===== config.mk =====
export PLATFORM = sky130hd
export DESIGN_NAME = alu_mc
export DESIGN_NICKNAME = d
export VERILOG_FILES = /design/src/rtl/alu_mc_pkg.sv /design/src/rtl/alu_mc_divcore.sv /design/src/rtl/alu_mc.sv
export SDC_FILE = /design/constraint.sdc
export NUM_CORES = 2
export LEC_CHECK = 0
export BUFFER_PORTS_ARGS = -buffer_cell sky130_fd_sc_hd__buf_2
export CAP_MARGIN = 0
export CORE_MARGIN = 3
export CORE_UTILIZATION = 30
export DETAILED_ROUTE_END_ITERATION = 16
export GPL_ROUTABILITY_DRIVEN = 0
export PLACE_DENSITY_LB_ADDON = 0.08
export SETUP_SLACK_MARGIN = 0.15
export SLEW_MARGIN = 20
export SYNTH_ARGS = -nofsm -noshare
export SYNTH_HDL_FRONTEND = slang
export SYNTH_SLANG_ARGS = --single-unit

===== constraint.sdc =====
create_clock -name clk -period 8.2 [get_ports clk]
set_input_delay 1.64 -clock clk [delete_from_list [all_inputs] [get_ports clk]]
set_output_delay 1.64 -clock clk [all_outputs]
set_load 0.02 [all_outputs]

===== src/rtl/alu_mc_pkg.sv =====
// alu_mc_pkg: opcode and FSM state enums shared by alu_mc and alu_mc_divcore.
package alu_mc_pkg;

   typedef enum logic [3:0] {
      OP_ADD = 4'd0,
      OP_SUB = 4'd1,
      OP_NEG = 4'd2,
      OP_MUL = 4'd3,
      OP_DIV = 4'd4,
      OP_AND = 4'd5,
      OP_OR  = 4'd6,
      OP_ROR = 4'd7,
      OP_ROL = 4'd8,
      OP_SLL = 4'd9,
      OP_SRA = 4'd10,
      OP_SRL = 4'd11,
      OP_NOT = 4'd12,
      OP_INC = 4'd13
   } alu_op_t;

   typedef enum logic [1:0] {
      ST_IDLE = 2'd0,
      ST_MUL  = 2'd1,
      ST_DIV  = 2'd2,
      ST_DONE = 2'd3
   } alu_state_t;

   localparam int FLAGS_W = 4;

endpackage


===== src/rtl/alu_mc_divcore.sv =====
// alu_mc_divcore: signed restoring divider on magnitudes. The start edge performs the
// first iteration; done is high for the cycle after the last iteration (sign fixup).
module alu_mc_divcore
   import alu_mc_pkg::*;
#(
   parameter int WIDTH = 32
) (
   input  logic             clk,
   input  logic             reset,
   input  logic             start,
   input  logic [WIDTH-1:0] dividend,
   input  logic [WIDTH-1:0] divisor,
   output logic             done,
   output logic [WIDTH-1:0] quotient,
   output logic [WIDTH-1:0] remainder
);

   localparam int CNT_W = $clog2(WIDTH + 1);

   logic             busy_q, busy_d;
   logic [CNT_W-1:0] cnt_q, cnt_d;
   logic [WIDTH-1:0] rem_q, rem_d;
   logic [WIDTH-1:0] quo_q, quo_d;
   logic [WIDTH-1:0] dmag_q, dmag_d;
   logic             qneg_q, qneg_d;
   logic             rneg_q, rneg_d;

   logic [WIDTH-1:0] dvd_mag_s, dvs_mag_s;
   logic [WIDTH-1:0] src_rem_s, src_quo_s, src_dvs_s;
   logic [WIDTH:0]   shift_s, diff_s;
   logic [WIDTH-1:0] step_rem_s, step_quo_s;

   // One restoring step; on the start edge it works straight from the operand magnitudes.
   always_comb begin
      dvd_mag_s = dividend[WIDTH-1] ? -dividend : dividend;
      dvs_mag_s = divisor[WIDTH-1] ? -divisor : divisor;
      if (start) begin
         src_rem_s = {WIDTH{1'b0}};
         src_quo_s = dvd_mag_s;
         src_dvs_s = dvs_mag_s;
      end else begin
         src_rem_s = rem_q;
         src_quo_s = quo_q;
         src_dvs_s = dmag_q;
      end
      shift_s    = {src_rem_s, src_quo_s[WIDTH-1]};
      diff_s     = shift_s - {1'b0, src_dvs_s};
      step_rem_s = diff_s[WIDTH] ? shift_s[WIDTH-1:0] : diff_s[WIDTH-1:0];
      step_quo_s = {src_quo_s[WIDTH-2:0], ~diff_s[WIDTH]};
   end

   // Iteration sequencing: start loads, then step until WIDTH iterations are done.
   always_comb begin
      busy_d = busy_q;
      cnt_d  = cnt_q;
      rem_d  = rem_q;
      quo_d  = quo_q;
      dmag_d = dmag_q;
      qneg_d = qneg_q;
      rneg_d = rneg_q;
      if (start) begin
         busy_d = 1'b1;
         cnt_d  = {{(CNT_W-1){1'b0}}, 1'b1};
         rem_d  = step_rem_s;
         quo_d  = step_quo_s;
         dmag_d = dvs_mag_s;
         qneg_d = dividend[WIDTH-1] ^ divisor[WIDTH-1];
         rneg_d = dividend[WIDTH-1];
      end else if (busy_q && (cnt_q != CNT_W'(WIDTH))) begin
         cnt_d = cnt_q + {{(CNT_W-1){1'b0}}, 1'b1};
         rem_d = step_rem_s;
         quo_d = step_quo_s;
      end else begin
         busy_d = 1'b0;
      end
   end

   // Divider state registers.
   always_ff @(posedge clk) begin
      if (reset) begin
         busy_q <= 1'b0;
         cnt_q  <= {CNT_W{1'b0}};
         rem_q  <= {WIDTH{1'b0}};
         quo_q  <= {WIDTH{1'b0}};
         dmag_q <= {WIDTH{1'b0}};
         qneg_q <= 1'b0;
         rneg_q <= 1'b0;
      end else begin
         busy_q <= busy_d;
         cnt_q  <= cnt_d;
         rem_q  <= rem_d;
         quo_q  <= quo_d;
         dmag_q <= dmag_d;
         qneg_q <= qneg_d;
         rneg_q <= rneg_d;
      end
   end

   assign done      = busy_q && (cnt_q == CNT_W'(WIDTH));
   assign quotient  = qneg_q ? -quo_q : quo_q;
   assign remainder = rneg_q ? -rem_q : rem_q;

endmodule


===== src/rtl/alu_mc.sv =====
// alu_mc: multi-cycle ALU with single-cycle ops, Booth multiplier and iterative divider.
// Define ALU_MC_FLAGS_EN to add the {N,Z,C,V} flags output.
module alu_mc
   import alu_mc_pkg::*;
#(
   parameter int WIDTH = 32
) (
   input  logic               clk,
   input  logic               reset,
   input  logic               in_valid,
   output logic               in_ready,
   input  logic [3:0]         op,
   input  logic [WIDTH-1:0]   x,
   input  logic [WIDTH-1:0]   y,
   output logic               out_valid,
   input  logic               out_ready,
   output logic [2*WIDTH-1:0] z,
`ifdef ALU_MC_FLAGS_EN
   output logic [FLAGS_W-1:0] flags,
`endif
   output logic               div_by_zero
);

   localparam int SHAMT_W = $clog2(WIDTH);
   localparam int MCNT_W  = $clog2(WIDTH);
   localparam int PW      = 2 * WIDTH + 2;

   alu_state_t         state_q, state_d;
   logic               in_ready_q, in_ready_d;
   logic               out_valid_q, out_valid_d;
   logic [2*WIDTH-1:0] z_q, z_d;
   logic               dbz_q, dbz_d;
   logic [WIDTH:0]     m_q, m_d;
   logic [PW-1:0]      p_q, p_d;
   logic [MCNT_W-1:0]  cnt_q, cnt_d;

   logic [SHAMT_W-1:0] sh_s;
   logic [SHAMT_W:0]   sh_inv_s;
   logic [WIDTH-1:0]   res_s;
   logic [PW-1:0]      booth_s;
   logic               div_start_s, div_done_s;
   logic [WIDTH-1:0]   div_quo_s, div_rem_s;

   // Booth product register layout is {A[WIDTH:0], Q[WIDTH-1:0], q_-1}; A has a guard bit
   // so subtracting the most negative multiplicand cannot overflow.
   function automatic logic [PW-1:0] booth_step(input logic [PW-1:0] p, input logic [WIDTH:0] m);
      logic [WIDTH:0] a;
      a = p[PW-1:WIDTH+1];
      case (p[1:0])
         2'b01:   a = a + m;
         2'b10:   a = a - m;
         default: a = a;
      endcase
      booth_step = $signed({a, p[WIDTH:0]}) >>> 1;
   endfunction

   assign sh_s    = y[SHAMT_W-1:0];
   assign booth_s = booth_step(p_q, m_q);

   // Single-cycle datapath on the live operands (sampled at the accept edge).
   always_comb begin
      sh_inv_s = (SHAMT_W+1)'(WIDTH) - {1'b0, sh_s};
      case (op)
         OP_ADD:  res_s = x + y;
         OP_SUB:  res_s = x - y;
         OP_NEG:  res_s = {WIDTH{1'b0}} - x;
         OP_INC:  res_s = x + {{(WIDTH-1){1'b0}}, 1'b1};
         OP_AND:  res_s = x & y;
         OP_OR:   res_s = x | y;
         OP_NOT:  res_s = ~x;
         OP_SLL:  res_s = x << sh_s;
         OP_SRL:  res_s = x >> sh_s;
         OP_SRA:  res_s = $signed(x) >>> sh_s;
         OP_ROL:  res_s = (x << sh_s) | (x >> sh_inv_s);
         OP_ROR:  res_s = (x >> sh_s) | (x << sh_inv_s);
         default: res_s = {WIDTH{1'b0}};
      endcase
   end

`ifdef ALU_MC_FLAGS_EN
   logic [FLAGS_W-1:0] flags_q, flags_d;
   logic               alu_c_s, alu_v_s;

   // Carry is not-borrow for SUB/NEG; overflow from operand and result signs.
   always_comb begin
      alu_c_s = 1'b0;
      alu_v_s = 1'b0;
      case (op)
         OP_ADD: begin
            alu_c_s = (res_s < x);
            alu_v_s = (x[WIDTH-1] == y[WIDTH-1]) && (res_s[WIDTH-1] != x[WIDTH-1]);
         end
         OP_SUB: begin
            alu_c_s = (x >= y);
            alu_v_s = (x[WIDTH-1] != y[WIDTH-1]) && (res_s[WIDTH-1] != x[WIDTH-1]);
         end
         OP_NEG: begin
            alu_c_s = (x == {WIDTH{1'b0}});
            alu_v_s = (x == {1'b1, {(WIDTH-1){1'b0}}});
         end
         OP_INC: begin
            alu_c_s = (x == {WIDTH{1'b1}});
            alu_v_s = (x == {1'b0, {(WIDTH-1){1'b1}}});
         end
         default: begin
            alu_c_s = 1'b0;
            alu_v_s = 1'b0;
         end
      endcase
   end
`endif

   // Control FSM next-state and registered-output computation.
   always_comb begin
      state_d     = state_q;
      in_ready_d  = in_ready_q;
      out_valid_d = out_valid_q;
      z_d         = z_q;
      dbz_d       = dbz_q;
      m_d         = m_q;
      p_d         = p_q;
      cnt_d       = cnt_q;
      div_start_s = 1'b0;
`ifdef ALU_MC_FLAGS_EN
      flags_d     = flags_q;
`endif
      case (state_q)
         ST_IDLE: begin
            if (in_valid) begin
               in_ready_d = 1'b0;
               if (op == OP_MUL) begin
                  m_d     = {x[WIDTH-1], x};
                  p_d     = booth_step({{(WIDTH+1){1'b0}}, y, 1'b0}, {x[WIDTH-1], x});
                  cnt_d   = {{(MCNT_W-1){1'b0}}, 1'b1};
                  state_d = ST_MUL;
               end else if ((op == OP_DIV) && (y != {WIDTH{1'b0}})) begin
                  div_start_s = 1'b1;
                  state_d     = ST_DIV;
               end else if (op == OP_DIV) begin
                  z_d         = {x, {WIDTH{1'b1}}};
                  dbz_d       = 1'b1;
                  out_valid_d = 1'b1;
                  state_d     = ST_DONE;
`ifdef ALU_MC_FLAGS_EN
                  flags_d     = 4'b1000;
`endif
               end else begin
                  z_d         = {{WIDTH{1'b0}}, res_s};
                  dbz_d       = 1'b0;
                  out_valid_d = 1'b1;
                  state_d     = ST_DONE;
`ifdef ALU_MC_FLAGS_EN
                  flags_d     = {res_s[WIDTH-1], (res_s == {WIDTH{1'b0}}), alu_c_s, alu_v_s};
`endif
               end
            end else begin
               in_ready_d = 1'b1;
            end
         end
         ST_MUL: begin
            p_d   = booth_s;
            cnt_d = cnt_q + {{(MCNT_W-1){1'b0}}, 1'b1};
            if (cnt_q == MCNT_W'(WIDTH - 1)) begin
               z_d         = booth_s[2*WIDTH:1];
               dbz_d       = 1'b0;
               out_valid_d = 1'b1;
               state_d     = ST_DONE;
`ifdef ALU_MC_FLAGS_EN
               flags_d     = {booth_s[2*WIDTH], (booth_s[2*WIDTH:1] == {(2*WIDTH){1'b0}}), 2'b00};
`endif
            end else begin
               state_d = ST_MUL;
            end
         end
         ST_DIV: begin
            if (div_done_s) begin
               z_d         = {div_rem_s, div_quo_s};
               dbz_d       = 1'b0;
               out_valid_d = 1'b1;
               state_d     = ST_DONE;
`ifdef ALU_MC_FLAGS_EN
               flags_d     = {div_quo_s[WIDTH-1], (div_quo_s == {WIDTH{1'b0}}), 2'b00};
`endif
            end else begin
               state_d = ST_DIV;
            end
         end
         ST_DONE: begin
            if (out_ready) begin
               out_valid_d = 1'b0;
               in_ready_d  = 1'b1;
               state_d     = ST_IDLE;
            end else begin
               out_valid_d = 1'b1;
            end
         end
         default: begin
            state_d     = ST_IDLE;
            in_ready_d  = 1'b1;
            out_valid_d = 1'b0;
         end
      endcase
   end

   // FSM and output registers; reset aborts any multiply or divide in flight.
   always_ff @(posedge clk) begin
      if (reset) begin
         state_q     <= ST_IDLE;
         in_ready_q  <= 1'b1;
         out_valid_q <= 1'b0;
         z_q         <= {(2*WIDTH){1'b0}};
         dbz_q       <= 1'b0;
         m_q         <= {(WIDTH+1){1'b0}};
         p_q         <= {PW{1'b0}};
         cnt_q       <= {MCNT_W{1'b0}};
`ifdef ALU_MC_FLAGS_EN
         flags_q     <= {FLAGS_W{1'b0}};
`endif
      end else begin
         state_q     <= state_d;
         in_ready_q  <= in_ready_d;
         out_valid_q <= out_valid_d;
         z_q         <= z_d;
         dbz_q       <= dbz_d;
         m_q         <= m_d;
         p_q         <= p_d;
         cnt_q       <= cnt_d;
`ifdef ALU_MC_FLAGS_EN
         flags_q     <= flags_d;
`endif
      end
   end

   alu_mc_divcore #(.WIDTH(WIDTH)) u_divcore (
      .clk       (clk),
      .reset     (reset),
      .start     (div_start_s),
      .dividend  (x),
      .divisor   (y),
      .done      (div_done_s),
      .quotient  (div_quo_s),
      .remainder (div_rem_s)
   );

   assign in_ready    = in_ready_q;
   assign out_valid   = out_valid_q;
   assign z           = z_q;
   assign div_by_zero = dbz_q;
`ifdef ALU_MC_FLAGS_EN
   assign flags       = flags_q;
`endif

endmodule


==> impl_metrics.yaml <==
sta:
  final.period_utilization_pct: 88.1
  fin_crit_ps: 7220
  slew_headroom_pct: 16.2
  tightest_slew_ps: 1240
  finalWorstSetupSlack_ps: 978
  finalSetupTns_ps: 0
  finalSetupViolations: 0
  hold_viol: 0
  worst_clock_skew_ps: 39.0
  rsz0062_at_grt: "false"
  slew_viol_final: 0
  fmax_mhz: 138
synth:
  syn_avg_cell_area_um2: 7.03
  synth_area_um2: 30700
  synth_top_family_by_area: "compound AO/OA/AOI/OAI gates"
  muxShareOfSynthArea_pct: 10.8
  synth_compound_area_share_pct: 29.0
  async_flop_share_pct: 0
  syn_nets: 4567
  yosysSeqAreaShare_pct: 18.0
  synth_ff_type: "dfxtp_1"
  synth_edf_count: 0
  synth_xor_xnor_area_share_pct: 7.36
  yosys_warnings: 0
  yosys.cell_types.count: 99
  synth-simple-area-share_pct: 23.7
  synthCells: 4370
  ys_seq_elements: 276
  synth_fa_ha_area_share_pct: 5.17
global_routing:
  antenna_found_initial: 14
  grtUsageTotal_pct: 32.7
  grt_pass1_vias: 32700
  grt_pass1_wl_um: 254000
  grt_max_degree: 108
  overflow: 0
min_path:
  min_path_type: "reg2reg"
drt:
  met1_length_um: 77100
  drc: 0
  ant_nets: 0
  drt_iter0_drc: 5179
  wl_per_cell_um: 32.1
  vias_per_cell: 6.30
  drt_pass1_iterations: 6
  routed_wl_um: 182000
  routed-wl-met3_um: 19800
  num_vias: 35800
  route.met2.wl_um: 73800
  top_layer_used: "met5"
power_and_ir_drop:
  pwr_density_cell_nw_per_um2: 285
  ir_drop_mv: 0.201
  power_leakage_nw: 12.8
final_layout:
  fillerInstances: 11100
  fin_nets: 4485
  mostFrequentLayoutCells: "566 x nand2_1, 548 x nor2_1, 427 x a21oi_1"
  layout_commonest_cell: "nand2_1"
  seq_area_um2: 5530
  multi_input_area_um2: 23500
  layout-drive-gt1-share_pct: 12.1
  area_growth_pct: 11.5
cts:
  cts_buffer_depth: 3
  cts_hold_buf: 0
  postCtsSetupBuffers: 0
  path_clk_slew_ps: 60
  clock-sinks: 276
  cts_resized: 0
  cts_buffers: 39
  cts_root_buf: "clkbuf_16"
  worstSkewPairLatency_ps: 590
  cts_tree: "built"
  htreeDepth: 2
status:
  status: "completed"
die:
  dieHeight_um: 326
  core.rowCount: 116
  core-area_um2: 101000
  die_x_um: 326
  initial_core_util_pct: 30.5
  dieArea_um2: 106000
  pin_count: 139
job:
  max_cap_violations: 0
placed_design:
  dp_hpwl_um: 131000
  port_buffers: 138
  pre_cts_slack_ps: 448
critical_path:
  critical_path_arrival_ps: 7700
  worstSetupEndpointType: "flip-flop"
  required_ps: 8670
  critPathLaunchType: "input pin"
  worst-setup-path-type: "in2reg"
  critPathMaxFanout: 21
## final timing paths
path | start | end | slack [ps] | depth (start not counted)
max | x[2] | u_divcore.rem_q[11] | 980 | 22
max reg2reg | m_q[2] | z[63] | 2240 | 17
min | z[5] | z[5] | 450 | 2
min reg2reg | z[5] | z[5] | 450 | 2
## report_power, final
| group | switching, mW | internal (mW) |
|---|---|---|
| registers | 0.277 | 1.58 |
| clock network | 0.734 | 1.19 |
| logic | 4.05 | 1.94 |
## metal layers
metal / up-vias / global-route usage (%)
li1: 15800 / -
met1: 17300 / 44.8
met2: 2169 / 46.5
met3: 462 / 8.73
met4: 12 / 17.7
met5: - / 0
## state kept, by name (all words and copies together), names as in the netlist, 2 cells and up
name	cells
cnt_q	5
m_q	32
p_q	65
state_q	2
u_divcore.cnt_q	6
u_divcore.dmag_q	32
u_divcore.quo_q	32
u_divcore.rem_q	32
z	64
## logic make-up (layout without fill, tap and decap cells)
kind of cell | count (synthesis) | after routing
simple gates | 1621 | 1621
xor+xnor | 257 | 257
mux | 229 | 229
buf+inv | 470 | 415
flops | 276 | 276
fa+ha+maj | 125 | 125
compound gates | 1392 | 1392
other cells | 0 | 5
## through the flow
stage	cell area, um^2	hold slack (ps)	util [%]	total power, mW	instances
6_report	34200	451	34.0	9.78	5677
5_1_grt	34200	475	34.0	10.2	5672
2_1_floorplan	30700	436	-	5.57	4370
3_3_place_gp	32800	446	32.5	7.70	5603
3_5_place_dp	32800	448	32.5	7.66	5603
4_1_cts	34200	456	34.0	9.62	5671
## layout make-up
| cell class | count | share of cell area, % |
|---|---|---|
| diodes | 5 | 0.0365 |
| clock buffers | 53 | 3.32 |
| clock inverters | 15 | 0.815 |
| inverters | 66 | 0.723 |
| multi-input cells | 3624 | 68.6 |
| flip-flops and latches | 276 | 16.1 |
| well taps | 1357 | 4.96 |
| repair buffers | 281 | 5.39 |
## cells in the mapped netlist, types with 57 or more instances
master	number	area (um^2)
mux4_2	77	1730
clkbuf_1	321	1200
dfxtp_1	276	5530
nand2_1	566	2120
a211oi_1	108	811
a311oi_1	57	499
mux2i_1	111	1110
inv_1	59	221
ha_1	122	1530
nand3_1	76	380
nor3_1	115	576
xnor2_1	149	1310
o21ai_0	295	1480
a21oi_1	427	2140
or3_1	70	438
nor2_1	550	2060
xor2_1	107	937
## critical path, stage by stage
cell and delay [ps]:
buf_2 110, or4_1 680, nor3_1 710, nand4_1 400, or3_1 550, nor3_1 220
ha_1 280, mux2i_1 150, ha_1 210, inv_1 70, fa_1 220, a211oi_1 90
o21ai_0 340, o211ai_1 180, nand3_1 140, a21oi_1 130, a22oi_1 370, a31oi_4 290
xor2_2 360, buf_12 210, nand3b_1 80, a311oi_1 240
No activity file was read; power rests on OpenSTA's default activity.
